[config.mk]
export PLATFORM = sky130hd
export DESIGN_NAME = instruction_fetch
export DESIGN_NICKNAME = d
export VERILOG_FILES = /design/src/rtl/instruction_fetch.sv
export SDC_FILE = /design/constraint.sdc
export NUM_CORES = 1
export LEC_CHECK = 0
export CELL_PAD_IN_SITES_DETAIL_PLACEMENT = 1
export CELL_PAD_IN_SITES_GLOBAL_PLACEMENT = 1
export CORE_MARGIN = 4
export CORE_UTILIZATION = 50
export DETAILED_ROUTE_END_ITERATION = 16
export PLACE_DENSITY = 0.86
export SKIP_LAST_GASP = 1
export SYNTH_ARGS = -nofsm -noshare
export SYNTH_HDL_FRONTEND = slang
export SYNTH_SLANG_ARGS = --single-unit
[constraint.sdc]
create_clock -name clk -period 10.1 [get_ports clk]
set_input_delay 2.02 -clock clk [delete_from_list [all_inputs] [get_ports clk]]
set_output_delay 2.02 -clock clk [all_outputs]
set_load 0.02 [all_outputs]
[src/rtl/instruction_fetch.sv]
// Instruction fetch stage: walks a word-aligned PC over a req/ack memory port,
// buffers fetched words in a prefetch queue and presents one {instruction, PC} per cycle.
module instruction_fetch #(
    parameter int unsigned    bus      = 32,
    parameter int unsigned    DEPTH    = 4,
    parameter logic [bus-1:0] RESET_PC = '0
) (
    input  logic           clk,
    input  logic           rst,
    output logic           imem_req,
    output logic [bus-1:0] imem_addr,
    input  logic           imem_ack,
    input  logic [bus-1:0] imem_rdata,
    input  logic           stall,
    input  logic           branch_taken,
    input  logic [bus-1:0] branch_target,
    output logic [bus-1:0] instruction,
    output logic [bus-1:0] PCo,
    output logic           valid
);

    localparam int unsigned PTR_W = (DEPTH > 1) ? $clog2(DEPTH) : 1;
    localparam int unsigned CNT_W = $clog2(DEPTH + 1);

    typedef struct packed {
        logic [bus-1:0] pc;
        logic [bus-1:0] insn;
    } entry_t;

    typedef enum logic [1:0] {
        IDLE = 2'd0,
        REQ  = 2'd1,
        DROP = 2'd2
    } state_t;

    state_t             state_q;
    logic [bus-1:0]     fetch_pc_q;
    logic               req_q;
    logic [bus-1:0]     addr_q;
    entry_t             mem_q [DEPTH];
    logic [PTR_W-1:0]   head_q;
    logic [PTR_W-1:0]   tail_q;
    logic [CNT_W-1:0]   count_q;
    logic [CNT_W-1:0]   count_d;
    logic [bus-1:0]     insn_q;
    logic [bus-1:0]     pc_q;
    logic               valid_q;

    logic               push;
    logic               pop;
    logic               room_after;
    logic [bus-1:0]     target_pc;
    logic [bus-1:0]     pc_inc;
    entry_t             head_entry;
    logic               unused_target_lsb;

    // A redirect kills both the in-flight push and any pop of stale entries.
    assign push       = (state_q == REQ) && imem_ack && !branch_taken;
    assign pop        = !branch_taken && !stall && (count_q != '0);
    assign target_pc  = {branch_target[bus-1:2], 2'b00};
    assign pc_inc     = fetch_pc_q + bus'(4);
    assign head_entry = mem_q[head_q];
    assign room_after = count_d < CNT_W'(DEPTH);
    assign unused_target_lsb = ^branch_target[1:0];

    always_comb begin
        count_d = count_q;
        if (push && !pop) begin
            count_d = count_q + CNT_W'(1);
        end else if (!push && pop) begin
            count_d = count_q - CNT_W'(1);
        end
    end

    // Queue storage is pure datapath; validity is tracked by head/tail/count.
    always_ff @(posedge clk) begin
        if (push && !rst) begin
            mem_q[tail_q] <= '{pc: addr_q, insn: imem_rdata};
        end
    end

    always_ff @(posedge clk) begin
        if (rst) begin
            state_q    <= IDLE;
            fetch_pc_q <= RESET_PC;
            req_q      <= 1'b0;
            addr_q     <= RESET_PC;
            head_q     <= '0;
            tail_q     <= '0;
            count_q    <= '0;
            insn_q     <= '0;
            pc_q       <= '0;
            valid_q    <= 1'b0;
        end else begin
            if (branch_taken) begin
                head_q  <= '0;
                tail_q  <= '0;
                count_q <= '0;
            end else begin
                if (push) begin
                    tail_q <= tail_q + PTR_W'(1);
                end
                if (pop) begin
                    head_q <= head_q + PTR_W'(1);
                end
                count_q <= count_d;
            end

            // Output register: redirect forces a bubble even under stall.
            if (branch_taken) begin
                insn_q  <= '0;
                pc_q    <= '0;
                valid_q <= 1'b0;
            end else if (!stall) begin
                if (count_q != '0) begin
                    insn_q  <= head_entry.insn;
                    pc_q    <= head_entry.pc;
                    valid_q <= 1'b1;
                end else begin
                    insn_q  <= '0;
                    pc_q    <= '0;
                    valid_q <= 1'b0;
                end
            end

            if (branch_taken) begin
                fetch_pc_q <= target_pc;
                if ((state_q == IDLE) || imem_ack) begin
                    state_q <= REQ;
                    req_q   <= 1'b1;
                    addr_q  <= target_pc;
                end else begin
                    // Outstanding request must still complete; its data is dropped.
                    state_q <= DROP;
                end
            end else begin
                unique case (state_q)
                    IDLE: begin
                        if (count_q < CNT_W'(DEPTH)) begin
                            state_q <= REQ;
                            req_q   <= 1'b1;
                            addr_q  <= fetch_pc_q;
                        end
                    end
                    REQ: begin
                        if (imem_ack) begin
                            fetch_pc_q <= pc_inc;
                            if (room_after) begin
                                addr_q <= pc_inc;
                            end else begin
                                state_q <= IDLE;
                                req_q   <= 1'b0;
                            end
                        end
                    end
                    DROP: begin
                        if (imem_ack) begin
                            state_q <= REQ;
                            req_q   <= 1'b1;
                            addr_q  <= fetch_pc_q;
                        end
                    end
                    default: begin
                        state_q <= IDLE;
                        req_q   <= 1'b0;
                    end
                endcase
            end
        end
    end

    assign imem_req    = req_q;
    assign imem_addr   = addr_q;
    assign instruction = insn_q;
    assign PCo         = pc_q;
    assign valid       = valid_q;

    // An unacknowledged request keeps its address into the next cycle.
    a_req_stable: assert property (@(posedge clk) disable iff (rst)
        (req_q && !imem_ack) |=> (req_q && $stable(addr_q)));

    a_no_push_full: assert property (@(posedge clk) disable iff (rst)
        push |-> (count_q < CNT_W'(DEPTH)));

endmodule

==> results.ini <==
[synth]
ys_warn_count=0
synthArstFlopShare=0
ys_types=71
syn_area_um2=15300
avgSynthCellArea_um2=14.3
netlist_instances=1064
synth_top_flop_cell=edfxtp_1
synth_edf_count=248
ys_seq_elements=383
synth_seq_area_share=0.665

[floorplanning]
pin_count=167
core_area_um2=29900
dieArea_um2=33400
die-width_um=183
rows=63
die_h_um=183
start_util=0.511

[global_routing]
grt_overflow_total=0
grt_max_degree=65
antenna_found_initial=0
grt_pass1_wl_um=60400
first_global_vias=10500
grt_use_total=0.231

[cells_and_area]
antenna_cells=0
final_common_cell=edfxtp_1
syn2layout_area_growth_pct=21.2
layout.cells.non_filler=1634
nFillCells=2813
drive_gt1_frac=0.129
final_cell_mix=edfxtp_1 (248), clkdlybuf4s50_1 (159), dfxtp_1 (133), nor2_1 (99)
nets=1289

[critical_path]
critPathMaxStageDelay_ps=910
required_ps=10550
arrival_ps=5780
crit_top_cell=buf_4
path_buf_inv=3
cp.depth=11
r2r.worst_path.cells=11
end_kind=flip-flop
path_max_fanout=64
crit_path_cell_trace=buf_2 -> buf_4 -> a21oi_4 -> buf_4 -> nand2_1 -> ha_1 -> a211o_1 -> mux2i_1 -> o21a_1 -> o211ai_1 -> a21oi_1
slowest_stage=o21a_1
path_class=in -> reg
crit_family=compound AO/OA/AOI/OAI gates
cp-start-kind=input port

[clock_network]
clockBufferDepth=3
cts.sinks=383
clk_pin_slew_ps=60
cts_resized=0
tritoncts.num_buffers=42
cts_tree=done
cts-root-buf=clkbuf_16
clk_latency_ps=530
post_cts_buffers=0
cts_htree_levels=2
postCtsHoldBufs=0

[min_path]
min_delay_path_depth=2
hp-class=reg -> reg

[sta]
fin_skew_ps=15.6
min_period_ps=5330
tightest_slew_ps=1090
fin_crit_sh=0.528
final.setup.tns_ps=0
slew_violations=0
timing.fmax_ghz=0.187
relSlewSlack=0.271
rsz0062_at_grt=no
finalSetupViolCount=0
hold_viol=0

[place]
dp_cells=1556
hpwl_um=23900
gp_congestion=0.827
io_buffers=160

[routing]
drt_first_iter_violations=672
wire_per_inst_um=23.6
drc_errors=0
via_per_inst=5.97
drtPass1Iterations=5
postRouteAntennaNets=0
vias=9763
drt_wl_total_um=38600

[power]
leakage_nw=5.99
power.density_nw_per_um2=182
vdd_ir_drop_max_uv=105

[run]
max_cap_violations=0

[run_status]
outcome=complete, no violations

-- power by group --
group	total, W	leakage [nW]	switching [W]	internal, W
clock network	0.00144	0.630	0.000598	0.000843
logic	0.000191	2.01	0.000108	0.0000824
registers	0.00174	3.35	0.0000402	0.00170
-- path summary, 6_finish.rpt --
path                                  from           end  slack (ps)
worst min register to register    imem_req      imem_req         480
worst max-delay path                 stall  imem_addr[9]        4770
worst min-delay path              imem_req      imem_req         480
worst max register to register  count_q[0]  imem_addr[9]        5930
-- synth_stat cells (all sizes together), types with 3 or more instances --
| cell | n | area share |
|---|---|---|
| a211o | 3 | 0.0017 |
| a211oi | 8 | 0.0039 |
| a21boi | 14 | 0.0069 |
| a21oi | 24 | 0.0079 |
| a22oi | 62 | 0.031 |
| a31o | 4 | 0.0023 |
| a31oi | 6 | 0.0025 |
| a41o | 3 | 0.0020 |
| and2 | 4 | 0.0016 |
| and3 | 15 | 0.0062 |
| and4 | 4 | 0.0023 |
| buf | 19 | 0.0067 |
| clkbuf | 56 | 0.014 |
| dfxtp | 135 | 0.18 |
| edfxtp | 248 | 0.49 |
| ha | 10 | 0.0082 |
| inv | 16 | 0.0039 |
| mux2i | 4 | 0.0026 |
| mux4 | 62 | 0.092 |
| nand2 | 54 | 0.013 |
| nand2b | 12 | 0.0049 |
| nand3 | 29 | 0.0095 |
| nand3b | 4 | 0.0022 |
| nand4 | 16 | 0.0075 |
| nor2 | 99 | 0.024 |
| nor3 | 18 | 0.0062 |
| nor4 | 17 | 0.0088 |
| o211ai | 10 | 0.0049 |
| o21a | 13 | 0.0064 |
| o21ai | 8 | 0.0029 |
| o21bai | 3 | 0.0015 |
| o41ai | 7 | 0.0045 |
| or2 | 4 | 0.0016 |
| or3b | 3 | 0.0017 |
| or4 | 3 | 0.0017 |
| xnor2 | 16 | 0.0092 |
| xor2 | 21 | 0.012 |
-- flip-flops by register name (all words and copies together), names as in the netlist, named ones only --
name and cells:
mem_q 248, instruction 32, PCo 30, fetch_pc_q 30
imem_addr 30, count_q 3, head_q 2, state_q 2
tail_q 2, imem_req 1, valid 1
-- kinds of logic after synthesis --
group / share of synthesized area
DFF: 0.665
and+or+nand+nor: 0.0974
AOI/OAI and AO/OA: 0.0878
buffers and inverters: 0.0248
muxes: 0.0949
xor gates and xnor gates: 0.0212
adders and majority gates: 0.00820
other: 0.000246
-- per-stage QoR --
step	total power, W	util	setup slack, ps	hold WS (ps)	cell area, um^2
floorplan	0.00186	-	5560	467	15300
global placement	0.00195	0.575	4360	466	17200
detailed placement	0.00196	0.575	4250	472	17200
CTS	0.00340	0.619	4800	480	18500
global route	0.00349	0.619	4580	506	18500
finish	0.00337	0.619	4770	482	18500
-- metal layers --
metal | part of all wire | wire (um) | track usage | vias to the layer above
met3 | 0.054 | 2080 | 0.0341 | 64
met2 | 0.51 | 19700 | 0.402 | 308
li1 | - | - | - | 4386
met4 | 0.022 | 860 | 0.0633 | 0
met5 | 0 | 0 | 0 | -
met1 | 0.41 | 16000 | 0.304 | 5005
-- worst reg2reg max path, stage by stage, from the launching register on --
cell and delay, ps:
dfxtp_1 400, inv_1 90, ha_1 240, a21oi_4 140
buf_4 670, nand2_1 200, ha_1 330, a211o_1 320
mux2i_1 290, o21a_1 910, o211ai_1 280, a21oi_1 230
-- layout make-up --
type                       count  area (um^2)  area share
clock buffer                  65         1230      0.0666
clock inverter                13         80.1     0.00433
inverter                      17         63.8     0.00345
multi-input combinational    592         4760       0.258
sequential                   383        10200       0.549
tap                          390          488      0.0264
timing repair buffer         174         1700      0.0921
(Power assumes the default switching activity.)
